<file path="src/rtl/channel_arbiter.sv">
// Round-robin channel arbiter driving a multiplexer select.
// Grants are held for up to BURST_LENGTH transfers.
module channel_arbiter #(
  parameter int NUM_OF_CONTROL_SIGNALS = 2,
  parameter int BURST_LENGTH = 4,
  localparam int S = NUM_OF_CONTROL_SIGNALS,
  localparam int N = 2**NUM_OF_CONTROL_SIGNALS
) (
  input  logic         clk,
  input  logic         reset,
  input  logic [N-1:0] request,
  input  logic         out_ready,
  output logic [S-1:0] control_signals,
  output logic [N-1:0] grant,
  output logic         out_valid,
  output logic [N-1:0] in_ready
);

  localparam int CW = $clog2(BURST_LENGTH + 1);

  typedef enum logic {
    IDLE,
    BUSY
  } state_t;

  state_t          state;
  state_t          state_nxt;
  logic [S-1:0]    last_sel;
  logic [S-1:0]    pick;
  logic [S-1:0]    idx;
  logic            found;
  logic [CW-1:0]   count;
  logic            hold_req;
  logic            xfer;
  logic            at_end;
  logic            release_now;

  assign hold_req    = request[control_signals];
  assign out_valid   = (state == BUSY) & hold_req;
  assign xfer        = out_valid & out_ready;
  assign at_end      = count == CW'(BURST_LENGTH - 1);
  assign release_now = (state == BUSY) &
                       (~hold_req | (xfer & at_end));
  assign in_ready    = grant & {N{out_ready}};

  // circular search for the next requester after last_sel
  always_comb begin
    pick  = '0;
    idx   = '0;
    found = 1'b0;
    for (int k = 1; k <= N; k++) begin
      idx = last_sel + S'(k);
      if (!found && request[idx]) begin
        pick  = idx;
        found = 1'b1;
      end
    end
  end

  // state register
  always_ff @(posedge clk) begin
    if (reset) state <= IDLE;
    else       state <= state_nxt;
  end

  // next-state logic
  always_comb begin
    state_nxt = state;
    unique case (state)
      IDLE: if (found)       state_nxt = BUSY;
      BUSY: if (release_now) state_nxt = IDLE;
      default:               state_nxt = IDLE;
    endcase
  end

  // grant, select and burst counter
  always_ff @(posedge clk) begin
    if (reset) begin
      control_signals <= '0;
      last_sel        <= S'(N - 1);
      grant           <= '0;
      count           <= '0;
    end else if (state == IDLE && found) begin
      control_signals <= pick;
      last_sel        <= pick;
      grant           <= N'(1) << pick;
      count           <= '0;
    end else if (release_now) begin
      grant           <= '0;
    end else if (xfer) begin
      count           <= count + CW'(1);
    end
  end

endmodule

</file>
<file path="config.mk">
export PLATFORM = sky130hd
export DESIGN_NAME = channel_arbiter
export DESIGN_NICKNAME = d
export VERILOG_FILES = /design/src/rtl/channel_arbiter.sv
export SDC_FILE = /design/constraint.sdc
export NUM_CORES = 1
export LEC_CHECK = 0
export CAP_MARGIN = 15
export CORE_AREA = 2 2 39 41
export CTS_BUF_LIST = sky130_fd_sc_hd__clkbuf_4 sky130_fd_sc_hd__clkbuf_8 sky130_fd_sc_hd__clkbuf_16
export DETAILED_ROUTE_END_ITERATION = 6
export DIE_AREA = 0 0 41 43
export DONT_BUFFER_PORTS = 1
export HOLD_SLACK_MARGIN = 0.03
export PLACE_DENSITY_LB_ADDON = 0.15
export SLEW_MARGIN = 20
export SYNTH_ARGS = -nofsm -noshare
export SYNTH_HDL_FRONTEND = slang
export SYNTH_SLANG_ARGS = --single-unit
</file>
<file path="constraint.sdc">
create_clock -name clk -period 1.45 [get_ports clk]
set_input_delay 0.29 -clock clk [delete_from_list [all_inputs] [get_ports clk]]
set_output_delay 0.29 -clock clk [all_outputs]
set_load 0.05 [all_outputs]
</file>
==> results.toml <==
[outcome]
status = "finished with violations"
failed_checks = "negative setup slack"

[routing]
wl_per_cell_um = 13.48
vias = 544
ant_nets = 0
drc_errors = 0
viasPerCell = 5.495
drtIter0Drc = 4
dr.pass1.iters = 4
wirelength_mm = 1.335

[global_routing]
grt_overflow = 0
grt_max_degree = 12
groute.usage.overall_pct = 18.98
grt_pass1_wl_mm = 2.228
antenna_found_initial = 0
grt_pass1_vias = 551

[logic_synthesis]
synth_most_common_cell = "dfxtp_1"
yosys.area.top_type = "dfxtp_1"
postSynthCellCount = 67
synth_area_um2 = 636.9
synth_nets = 76
yosysSeqAreaShare_pct = 37.72
ys_seq_elements = 12
async_flop_share_pct = 0
yosysUniqueCellTypes = 30
avgSynthCellArea_um2 = 9.505
synth_ff_type = "dfxtp_1"
synth_enable_flop_cells = 0
synthTopCellsByCount = "dfxtp_1, nand2_1, nor3_1"
yosysTopAreaCellShare_pct = 37.72
yosysWarnings = 0
netlist_top_cells_area = "dfxtp_1, nor3_1, a21oi_1"

[clock_network]
cts_tree = "built"
cts_sinks = 12
cts_resized = 0
clk_latency_ns = 0.28
ctsHoldBuffers = 0
clkTransAtPathRegs_ns = 0.08
cts_root_buffer = "clkbuf_4"
htree_levels = 1
cts_buffers = 3
clock_path_buffers = 2

[worst_setup_path]
rrSetupSlack_ns = -0.13
crit_path_start_kind = "register"
critPathBufInv = 0
critPathRequiredTime_ns = 1.16
crit_fanout = 2
crit_slowest_cell = "mux4_2"
crit_end = "out_valid"
reg2reg_from = "control_signals[1]"
r2r-end = "count[2]"
cp_top_family = "multiplexers"
cp_num_cells = 2
crit_path_start = "control_signals[1]"
crit_path_end_kind = "output pin"
reg2regPathDepth = 5
arrival_ns = 1.37
critPathMaxStageDelay_ns = 0.51
crit_chain = "mux4_2, and2_4"
crit_type = "register to output pin"

[timing]
setup_slack_ns = -0.2145
slew_headroom_pct = 62.22
final_max_slew_viol_count = 0
finalHoldViolations = 0
rsz0062_at_grt = "true"
fmax_mhz = 600.8
tns_ns = -0.6994
fin_crit_ns = 1.664
worstMarginPinSlew_ns = 0.5647
skew_ns = 0.0007565
finalSetupViolations = 7
period_share_pct = 114.8

[floorplanning]
fp-row-count = 14
coreArea_um2 = 1384
die_area_um2 = 1763
start_util_pct = 46.02
fp.dieW_um = 41
die_y_um = 43
io_pins = 18

[placed_design]
dpl-instance-area_um2 = 803.3
dpl.hpwl_mm = 1.039
routabilityCongestion = 0.7316
port_buffers = 0

[flow_run]
cap_violations = 0

[finish]
design_area_um2 = 840.8
drive_gt1_share_pct = 34.94
antennaDiodeCount = 0
nets = 93
area_delta_synth_final_pct = 32.02

[power]
powerDensity_nw_per_um2 = 1090
peakVddDrop_uv = 506.8
leakage_nw = 0.3610

[hold_path]
hold_class = "input pin to register"
worstHoldStart = "reset"
holdPathStages = 1
## worst min path at each step
stage                                    end  slack [ns]
final                     control_signals[0]        0.07
after global routing      control_signals[1]        0.05
after CTS                 control_signals[0]        0.06
after detailed placement  control_signals[0]        0.36
after global placement    control_signals[1]        0.35
after floorplan                     grant[3]        0.49
## routing by layer
metal  track usage [%]  vias to the layer above  wire length, um
met5                 0                        -                0
met4             10.00                        0               10
met3             8.377                        2              112
met2             29.06                       18              676
met1             21.00                      250              536
li1                  -                      274                -
## layout by cell type (no fill, tap or decap), drive strengths merged, types with 2 or more instances in the layout
cell	count
buf	14
dfxtp	12
nor3	7
nand2	6
a21oi	6
and2	5
nor2	4
clkbuf	4
nand2b	3
mux2i	2
a22o	2
ha	2
## cell type report
cell class / instances / area, um2
Clock buffer: 4 / 30.03
Fill cell: 128 / 543.0
Sequential cell: 12 / 245.2
Timing Repair Buffer: 14 / 155.1
Tap cell: 16 / 20.02
Multi-Input combinational cell: 52 / 386.6
Inverter: 1 / 3.754
## power breakdown
part / internal [W] / switching (W) / leakage [nW] / total (W)
combinational: 0.000118 / 0.000169 / 0.243 / 0.000287
clock: 0.000126 / 0.000119 / 0.0184 / 0.000244
sequential: 0.000358 / 0.0000267 / 0.0995 / 0.000385
## cell families (layout without fill, tap and decap cells)
kind of cell,after synthesis,count (layout),share of synthesized area (%)
flops,12,12,37.72
buf+inv,3,19,1.768
mux,4,4,9.037
compound gates,13,13,14.34
simple gates,32,32,31.83
xor+xnor,1,1,1.375
fa+ha+maj,2,2,3.929
## state kept, by name, summed over array words and instances (netlist names)
| register | count |
|---|---|
| state | 1 |
| control_signals | 2 |
| last_sel | 2 |
| grant | 4 |
| count | 3 |
## repair_timing
| action | in CTS | in global routing |
|---|---|---|
| setup endpoints to repair | 3 | 8 |
| hold endpoints to repair | 0 | 0 |
| setup buffers | 1 | 0 |
## through the flow
stage / hold WS [ns] / setup WS (ns) / std cells / utilization, % / power, W
2_1_floorplan: 0.4883 / -0.1431 / 67 / - / 0.0005894
3_3_place_gp: 0.3531 / -0.01289 / 94 / 58.05 / 0.0006691
3_5_place_dp: 0.3585 / -0.05086 / 94 / 58.05 / 0.0006750
4_1_cts: 0.06360 / -0.2178 / 99 / 60.76 / 0.0009192
5_1_grt: 0.05268 / -0.2462 / 99 / 60.76 / 0.0009587
6_report: 0.06549 / -0.2145 / 99 / 60.76 / 0.0009162
(Power assumes the default switching activity.)
